$ cat src/rtl/xif_coproc_pkg.sv
// xif_coproc_pkg: shared types, opcodes and decode helper for the XIF coprocessor responder
package xif_coproc_pkg;
  localparam int XID_W = 4;
  localparam logic [6:0] OPCODE_CUSTOM0 = 7'h0B;
  localparam logic [2:0] FUNCT3_POPCNT = 3'd0;
  localparam logic [2:0] FUNCT3_MINU = 3'd1;
  localparam logic [2:0] FUNCT3_ABSDIFF = 3'd2;
  typedef enum logic [1:0] {POPCNT, MINU, ABSDIFF} op_e;
  typedef enum logic [1:0] {EMPTY, ISSUED, COMMITTED, KILLED} entry_state_e;
  typedef struct packed {
    logic [XID_W-1:0] id;
    logic [4:0] rd;
    logic [31:0] data;
    entry_state_e state;
  } entry_t;
  function automatic logic decode_ok(logic [31:0] instr, logic [6:0] opcode);
    return instr[6:0] == opcode && instr[31:25] == 7'd0 &&
           (instr[14:12] == FUNCT3_POPCNT || instr[14:12] == FUNCT3_MINU ||
            instr[14:12] == FUNCT3_ABSDIFF);
  endfunction
endpackage

$ cat src/rtl/xif_coproc_responder_if.sv
// xif_coproc_responder_if: issue/commit/result links between core (master) and coprocessor (slave)
interface xif_coproc_responder_if #(parameter int X_ID_WIDTH = 4);
  logic issue_valid, issue_ready, issue_accept, issue_writeback;
  logic [31:0] issue_instr;
  logic [X_ID_WIDTH-1:0] issue_id;
  logic [63:0] issue_rs;
  logic [1:0] issue_rs_valid;
  logic commit_valid, commit_kill;
  logic [X_ID_WIDTH-1:0] commit_id;
  logic result_valid, result_ready, result_we;
  logic [X_ID_WIDTH-1:0] result_id;
  logic [31:0] result_data;
  logic [4:0] result_rd;
  modport master (
    output issue_valid, issue_instr, issue_id, issue_rs, issue_rs_valid,
           commit_valid, commit_id, commit_kill, result_ready,
    input  issue_ready, issue_accept, issue_writeback,
           result_valid, result_id, result_data, result_rd, result_we
  );
  modport slave (
    input  issue_valid, issue_instr, issue_id, issue_rs, issue_rs_valid,
           commit_valid, commit_id, commit_kill, result_ready,
    output issue_ready, issue_accept, issue_writeback,
           result_valid, result_id, result_data, result_rd, result_we
  );
endinterface

$ cat src/rtl/xif_coproc_alu.sv
// xif_coproc_alu: combinational POPCNT / MINU / ABSDIFF on 32-bit unsigned operands
module xif_coproc_alu
  import xif_coproc_pkg::*;
(
  input  op_e         op,
  input  logic [31:0] rs1,
  input  logic [31:0] rs2,
  output logic [31:0] res
);
  logic [5:0] ones;
  always_comb begin
    ones = '0;
    for (int i = 0; i < 32; i++) ones = ones + 6'(rs1[i]);
    res = op == POPCNT ? 32'(ones) :
          op == MINU ? (rs1 < rs2 ? rs1 : rs2) :
          (rs1 > rs2 ? rs1 - rs2 : rs2 - rs1);
  end
endmodule

$ cat src/rtl/xif_coproc_responder.sv
// xif_coproc_responder: custom-0 XIF coprocessor holding in-order results until commit
module xif_coproc_responder
  import xif_coproc_pkg::*;
#(
  parameter int X_ID_WIDTH = XID_W,
  parameter int DEPTH = 4,
  parameter logic [6:0] OPCODE = OPCODE_CUSTOM0
) (
  input  logic                  clk_i,
  input  logic                  rst_ni,
  xif_coproc_responder_if.slave xif,
  output logic                  busy_o
);
  localparam int PW = $clog2(DEPTH);
  entry_t entries [DEPTH];
  logic [PW-1:0] head, tail, hit_idx;
  logic [PW:0] count;
  logic supported, full, push, pop, hit;
  logic [2:0] funct3;
  logic [31:0] alu_res;
  op_e op;
  assign supported = decode_ok(xif.issue_instr, OPCODE);
  assign funct3 = xif.issue_instr[14:12];
  assign op = funct3 == FUNCT3_POPCNT ? POPCNT : funct3 == FUNCT3_MINU ? MINU : ABSDIFF;
  assign full = count == (PW+1)'(DEPTH);
  assign xif.issue_ready = supported ? !full && xif.issue_rs_valid == 2'b11 : 1'b1;
  assign xif.issue_accept = supported;
  assign xif.issue_writeback = supported;
  assign push = xif.issue_valid && xif.issue_ready && supported;
  // killed heads drain silently; committed heads wait for the result handshake
  assign pop = entries[head].state == KILLED ||
               (entries[head].state == COMMITTED && xif.result_ready);
  assign xif.result_valid = entries[head].state == COMMITTED;
  assign xif.result_we = xif.result_valid;
  assign xif.result_id = xif.result_valid ? entries[head].id : '0;
  assign xif.result_data = xif.result_valid ? entries[head].data : '0;
  assign xif.result_rd = xif.result_valid ? entries[head].rd : '0;
  assign busy_o = count != '0;
  xif_coproc_alu u_alu (
    .op (op),
    .rs1(xif.issue_rs[31:0]),
    .rs2(xif.issue_rs[63:32]),
    .res(alu_res)
  );
  always_comb begin
    hit = 1'b0;
    hit_idx = '0;
    for (int i = 0; i < DEPTH; i++)
      if (!hit && xif.commit_valid && entries[i].state == ISSUED && entries[i].id == xif.commit_id) begin
        hit = 1'b1;
        hit_idx = PW'(i);
      end
  end
  always_ff @(posedge clk_i or negedge rst_ni) begin
    if (!rst_ni) begin
      for (int i = 0; i < DEPTH; i++) entries[i] <= '0;
      head <= '0;
      tail <= '0;
      count <= '0;
    end else begin
      if (push) begin
        entries[tail] <= '{id: xif.issue_id, rd: xif.issue_instr[11:7], data: alu_res, state: ISSUED};
        tail <= tail + 1'b1;
      end
      if (hit) entries[hit_idx].state <= xif.commit_kill ? KILLED : COMMITTED;
      if (pop) begin
        entries[head].state <= EMPTY;
        head <= head + 1'b1;
      end
      count <= count + (PW+1)'(push) - (PW+1)'(pop);
    end
  end
endmodule

$ cat src/flat_wrapper.sv
// flat-port wrapper written by rule: the top's interface ports become plain ports
module xif_coproc_responder_flat import xif_coproc_pkg::*;
#(
  parameter int X_ID_WIDTH = XID_W,
  parameter int DEPTH = 4,
  parameter logic [6:0] OPCODE = OPCODE_CUSTOM0
)
  (clk_i, rst_ni, busy_o, xif_issue_valid, xif_issue_instr, xif_issue_id, xif_issue_rs, xif_issue_rs_valid, xif_commit_valid, xif_commit_id, xif_commit_kill, xif_result_ready, xif_issue_ready, xif_issue_accept, xif_issue_writeback, xif_result_valid, xif_result_id, xif_result_data, xif_result_rd, xif_result_we);
  xif_coproc_responder_if #(.X_ID_WIDTH(X_ID_WIDTH)) xif_i ();
  input  logic clk_i;
  input  logic rst_ni;
  output logic busy_o;
  input wire logic [$bits(xif_i.issue_valid)-1:0] xif_issue_valid;
  input wire logic [$bits(xif_i.issue_instr)-1:0] xif_issue_instr;
  input wire logic [$bits(xif_i.issue_id)-1:0] xif_issue_id;
  input wire logic [$bits(xif_i.issue_rs)-1:0] xif_issue_rs;
  input wire logic [$bits(xif_i.issue_rs_valid)-1:0] xif_issue_rs_valid;
  input wire logic [$bits(xif_i.commit_valid)-1:0] xif_commit_valid;
  input wire logic [$bits(xif_i.commit_id)-1:0] xif_commit_id;
  input wire logic [$bits(xif_i.commit_kill)-1:0] xif_commit_kill;
  input wire logic [$bits(xif_i.result_ready)-1:0] xif_result_ready;
  output wire logic [$bits(xif_i.issue_ready)-1:0] xif_issue_ready;
  output wire logic [$bits(xif_i.issue_accept)-1:0] xif_issue_accept;
  output wire logic [$bits(xif_i.issue_writeback)-1:0] xif_issue_writeback;
  output wire logic [$bits(xif_i.result_valid)-1:0] xif_result_valid;
  output wire logic [$bits(xif_i.result_id)-1:0] xif_result_id;
  output wire logic [$bits(xif_i.result_data)-1:0] xif_result_data;
  output wire logic [$bits(xif_i.result_rd)-1:0] xif_result_rd;
  output wire logic [$bits(xif_i.result_we)-1:0] xif_result_we;
  assign xif_i.issue_valid = xif_issue_valid;
  assign xif_i.issue_instr = xif_issue_instr;
  assign xif_i.issue_id = xif_issue_id;
  assign xif_i.issue_rs = xif_issue_rs;
  assign xif_i.issue_rs_valid = xif_issue_rs_valid;
  assign xif_i.commit_valid = xif_commit_valid;
  assign xif_i.commit_id = xif_commit_id;
  assign xif_i.commit_kill = xif_commit_kill;
  assign xif_i.result_ready = xif_result_ready;
  assign xif_issue_ready = xif_i.issue_ready;
  assign xif_issue_accept = xif_i.issue_accept;
  assign xif_issue_writeback = xif_i.issue_writeback;
  assign xif_result_valid = xif_i.result_valid;
  assign xif_result_id = xif_i.result_id;
  assign xif_result_data = xif_i.result_data;
  assign xif_result_rd = xif_i.result_rd;
  assign xif_result_we = xif_i.result_we;
  xif_coproc_responder #(.X_ID_WIDTH(X_ID_WIDTH), .DEPTH(DEPTH), .OPCODE(OPCODE)) u_core (.clk_i(clk_i), .rst_ni(rst_ni), .xif(xif_i), .busy_o(busy_o));
endmodule
$ cat config.mk
export PLATFORM = sky130hd
export DESIGN_NAME = xif_coproc_responder_flat
export DESIGN_NICKNAME = d
export VERILOG_FILES = /design/src/rtl/xif_coproc_pkg.sv /design/src/rtl/xif_coproc_responder_if.sv /design/src/rtl/xif_coproc_alu.sv /design/src/rtl/xif_coproc_responder.sv /design/src/flat_wrapper.sv
export SDC_FILE = /design/constraint.sdc
export NUM_CORES = 1
export LEC_CHECK = 0
export ABC_CLOCK_PERIOD_IN_PS = 3950
export CAP_MARGIN = 20
export CELL_PAD_IN_SITES_DETAIL_PLACEMENT = 1
export CELL_PAD_IN_SITES_GLOBAL_PLACEMENT = 1
export CORE_AREA = 2 2 177 179
export DETAILED_ROUTE_END_ITERATION = 12
export DIE_AREA = 0 0 179 181
export GPL_ROUTABILITY_DRIVEN = 0
export PLACE_DENSITY = 0.87
export SLEW_MARGIN = 40
export SYNTH_ARGS = -nofsm -noshare
export SYNTH_HDL_FRONTEND = slang
export SYNTH_SLANG_ARGS = --single-unit
$ cat constraint.sdc
create_clock -name clk_i -period 3.95 [get_ports clk_i]
set_clock_uncertainty 0.2 [all_clocks]
set_input_delay 0.395 -clock clk_i [delete_from_list [all_inputs] [get_ports clk_i]]
set_output_delay 0.395 -clock clk_i [all_outputs]
set_load 0.02 [all_outputs]
==> After elaboration in Yosys (flattened, before gate mapping) <==
Cells that the tools add are included.
{ "classes": {"shifts": 0, "order_cmp": 8, "mul": 0, "n_reduce_logical": 31, "div": 0, "bitwise_logic": 3, "n_addsub": 37, "n_eq_ne": 16, "mux": 33} }
{ "ops": {"columns": ["cell", "n"], "rows": [
  ["bitwise mux 172 bit", 3],
  ["2-to-1 mux 172 bit", 3],
  ["demux 43 bit (select 2 bit)", 3],
  ["2-to-1 mux 32 bit", 5],
  ["adder 6 x 1 -> 6 bit", 26],
  ["2-to-1 mux 43 bit", 3],
  ["binary-select mux 43 bit (select 2 bit)", 1],
  ["subtractor 32 bit", 2],
  ["greater-than comparator 32 bit", 1],
  ["less-than comparator 32 bit", 1],
  ["logical AND 1 bit", 20],
  ["== test 4 bit", 4],
  ["2-to-1 mux 2 bit", 6],
  ["== test 2 x 1 -> 1 bit, second input constant", 5],
  [">= comparator 3 bit, second input constant", 3],
  ["less-than comparator 3 x 1 -> 1 bit, second input constant", 3],
  ["NOT 2 -> 3 bit", 3],
  ["== test 7 x 4 -> 1 bit, second input constant", 1],
  ["zero test 7 bit", 1],
  ["2-to-1 mux 1 bit", 7],
  ["adder 5 x 1 -> 6 bit", 1],
  ["== test 2 bit, second input constant", 3],
  ["adder 4 x 1 -> 5 bit", 1],
  ["2-to-1 mux 5 bit", 1],
  ["15 further kinds", 21]
]} }
{ "word_totals": {"ram_bits": 0, "inputBits": 112, "out_inout_bits": 47, "ff_bits": 179, "word_cells": 147, "latchBits": 0, "mem_bits_ro": 0, "memories": 0} }

==> Logic depth before layout (Yosys ltp) <==
{ "logic_depth": {"depth_word": 38, "ltp_mapped": 18, "ltp_nobuf": 18} }

==> By module <==
A second synthesis with hierarchy kept.
{ "unflattened": {"hier_cells": 1329, "hier_area_um2": 13954.6} }
{ "by_module_without_submodules": {"columns": ["module", "cells_per_inst", "area_per_inst_um2", "instances", "seq_area_each_um2"], "rows": [
  ["xif_coproc_responder", 574, 8804.7, 1, 4479.3],
  ["xif_coproc_alu", 755, 5149.9, 1, 0.0]
]} }

==> Least setup slack after synthesis <==
Ideal clock, no wire load.
{ "synth_path": {"kind": "input port to flip-flop", "startpoint": "input xif_issue_rs[1]", "endpoint": "register with a tool-made name", "required_ns": 3.667, "cell_stages": 17, "n_path_buf": 0, "t_arrival_ns": 4.862, "setup_time_ns": 0.083, "slack_ns": -1.195, "cell_sequence": "inv_1 > fa_1 > fa_1 > fa_1 > fa_1 > fa_1 > fa_1 > inv_1 > ha_1 > fa_1 > a21o_1 > a21oi_1 > xnor2_1 > nand2_1 > o211ai_1 > o21ai_0 > o21ai_0"} }
{ "synth_rtl": {"columns": ["item", "line_no", "rtl"], "rows": [
  ["from (decl)", "flat_wrapper.sv:16", "input wire logic [$bits(xif_i.issue_rs)-1:0] xif_issue_rs;"]
]} }

==> metrics.md <==
| Metric | Value |
|---|---|
| Clock Tree Root | clkbuf_16 |
| Setup ws final | -1.72 ns |
| Layout cells sized above 1 | between 20% and 30% |
| Vias post-DR | 15,176 |
| WHS | about 0.29 ns |
| Startpoint Class | input port |
| Clock tree buffer depth | 2 |
| Failing checks | negative setup slack |
| CTS Buf Count | 17 |
| RR Startpoint | u_core.count[1]$_DFF_PN0_ |
| Fin crit share | 144% |
| Reg2reg path depth | 6 |
| Final ANT Viol Nets | 0 |
| DRC Markers | 0 |
| Die height | 181 um |
| Vias/cell | around 6.8 |
| Switching Share | between 40% and 50% |
| Worst-path clk slew | around 0.070 ns |
| CTS tree | built |
| PortBufs | 148 |
| Synth Area per Inst | 8.92 um2 |
| Ant diodes | 0 |
| I/O Pins | 159 |
| Post-synth cell types | 71 |
| Relative slew slack | 38.7% |
| Reg2reg setup slack | 0.70 ns |
| Hold Violations, Final | 0 |
| Leak | 8.81 nW |
| Sw power | 0.00307 W |
| Share of synthesized registers carrying an async set or reset | 100% |
| Area share of the largest cell type after synthesis | 33.7% |
| Core region area | around 0.030 mm2 |
| Setup TNS Final | -67.59 ns |
| Crit path arrival time | 5.76 ns |
| Slew at the pin closest to its max-slew limit | 0.919 ns |
| Tmin final | ~5.7 ns |
| Hold path cells | 2 |
| Row count | 64 |
| Sink Count | about 180 |
| Met1 usage | 44.3% |
| Syn nets | 1,709 |
| Cells after synthesis | 1,490 |
| Max cap viols | 0 |
| First-pass GRT wire length | roughly 96 mm |
| Power Total | 0.00740 W |
| RSZ-0062 raised after global routing | true |
| Clock power share | between 20% and 30% |
| Drt first pass iters | 6 |
| Total Routing Usage GR | between 30 and 40% |
| Setup violators final | roughly 130 |
| Post-synth EDFFs | 0 |
| Top post-synthesis cells by area | dfrtp_1, ha_1, nand2_1, mux4_2, o21ai_0 |
| Die X-Extent | approximately 180 um |
| Primary FF master, synth | dfrtp_1 |
| Max H-tree Level | 4 |
| Register area | 0.00448 mm2 |
| Synthesis Warnings | 0 |
| Multi-input gate area | 0.00872 mm2 |
| Crit end category | flop |
| Total internal power | 0.00433 W |
| GRT overflow | 0 |
| Data required time at the worst endpoint | 4.04 ns |
| Outcome | finished, violations left |
| Slew Viols, Final | 0 |
| Critical path type | input port to flop |
| Largest net degree at the start of global routing | 73 |
| Filler cell count | 3,391 |
| GRT busiest layer | met2 |
| Hpwl dp | 40.9 mm |
| Worst skew pair latency | 0.45 ns |
| Drt total wl | 70.8 mm |
| Synth top cells by count | nand2_1, dfrtp_1, o21ai_0 |
| Register area share after synthesis | 33.7% |
| Post-DR wirelength/cell | 31.6 um |
| Grt met3 use | 9.36% |
| Starting Density | 43.8% |
| Initial antenna violation count | 1 |
| Hold Path Class | flop to flop |
| Area leader, netlist | dfrtp_1 |
| Comb pwr share | 51.4% |
| Maximum VDD drop | 0.000514 V |
| Post-synthesis to final-layout area growth | 37.7% |
| Vias in the first global route | 15,977 |
| Grt met2 use | 64.6% |
| Sequential share of power | 24.7% |
| Seq cells post-synth | about 180 |
| Post-layout net count | 2,054 |
| Die Area | 0.0324 mm2 |
| Cell with the most instances after synthesis | nand2_1 |
| DRT iter0 DRCs | a little over 2,000 |
| PwrDens | 404 mW/mm2 |
| Fmax | 176 MHz |
| Post-Syn Area | between 0.01 and 0.015 mm2 |
| Crit-path max FO | 2 |
## power by group through the flow
stage / Sequential [W] / Combinational, W / Clock [W]
2_1_floorplan: 0.00187 / 0.00147 / 0
3_3_place_gp: 0.00187 / 0.00240 / 0
3_5_place_dp: 0.00187 / 0.00266 / 0
4_1_cts: 0.00183 / 0.00301 / 0.00173
5_1_grt: 0.00183 / 0.00389 / 0.00185
6_report: 0.00183 / 0.00381 / 0.00176
## critical path: stages
cell and delay [ns]:
buf_2 0.10, inv_2 0.05, fa_1 0.60, fa_2 0.48, fa_1 0.52, inv_1 0.29, fa_1 0.46, fa_1 0.55
inv_1 0.07, fa_1 0.51, inv_2 0.08, ha_4 0.26, a21o_1 0.13, a21oi_2 0.08, o21bai_1 0.18, a21oi_1 0.11
a21oi_1 0.20, o21ai_2 0.10, buf_4 0.19, o21ai_1 0.39
## repair_timing
action,4_1_cts,5_1_grt
gates resized for setup,170,105
setup endpoints to repair,128,126
hold buffers,1,0
pin swaps,34,40
hold endpoints to repair,70,0
setup buffers,18,11
## placed cells by master (no fill, tap or decap), drive strengths merged, types with 11 or more instances in the layout
master,n
dlymetal6s2s,18
nand3,22
a21oi,101
clkdlybuf4s50,101
dfrtp,179
mux2i,34
buf,292
a21o,30
mux4,43
nor2,63
o21ai,146
nand2,265
inv,115
o21bai,12
clkbuf,22
xor2,16
fa,27
a31oi,15
and2,12
mux2,24
ha,80
nor3,11
xnor2,31
nor2b,48
## through the flow
stage               utilization (%)  worst slack, ns  area (um2)  std cells
floorplan                         -            -1.05       13300       1490
global placement               55.3            -1.80       16800       2183
detailed placement             55.3            -2.08       16800       2184
CTS                            58.8            -1.15       17800       2235
global route                   60.4            -1.69       18300       2244
finish                         60.4            -1.72       18300       2244
## layer usage
layer / up-vias / wire length (um)
li1: 5832 / -
met1: 7374 / 24000
met2: 1415 / 32300
met3: 555 / 8050
met4: 0 / 6470
met5: - / 0
## area by class of cell
class | count | area share [%]
timing repair buffer | 425 | 19.8
tap | 396 | 2.70
inverter | 108 | 2.24
clock inverter | 15 | 0.895
sequential | 179 | 24.5
multi-input combinational | 1104 | 47.6
clock buffer | 17 | 2.32
## how the worst max path moves through the flow
stage	start	end	slack, ns	cells past startpoint
6_report	xif_issue_rs[27]	flop	-1.72	20
5_1_grt	xif_issue_rs[27]	flop	-1.69	20
4_1_cts	xif_issue_rs[5]	flop	-1.15	18
3_5_place_dp	xif_issue_rs[11]	flop	-2.08	18
3_3_place_gp	xif_issue_rs[9]	flop	-1.80	18
2_1_floorplan	xif_issue_rs[17]	flop	-1.05	17
## cells by family after synthesis
kind of cell | count (synthesis) | share of synthesized area, %
buffers and inverters | 207 | 6.37
XOR/XNOR | 47 | 3.10
flip-flops | 179 | 33.7
adder cells (fa/ha/maj) | 107 | 11.6
AO/OA/AOI/OAI | 380 | 17.4
multiplexers | 101 | 11.9
AND/OR/NAND/NOR | 469 | 16.0
(Power assumes the default switching activity.)
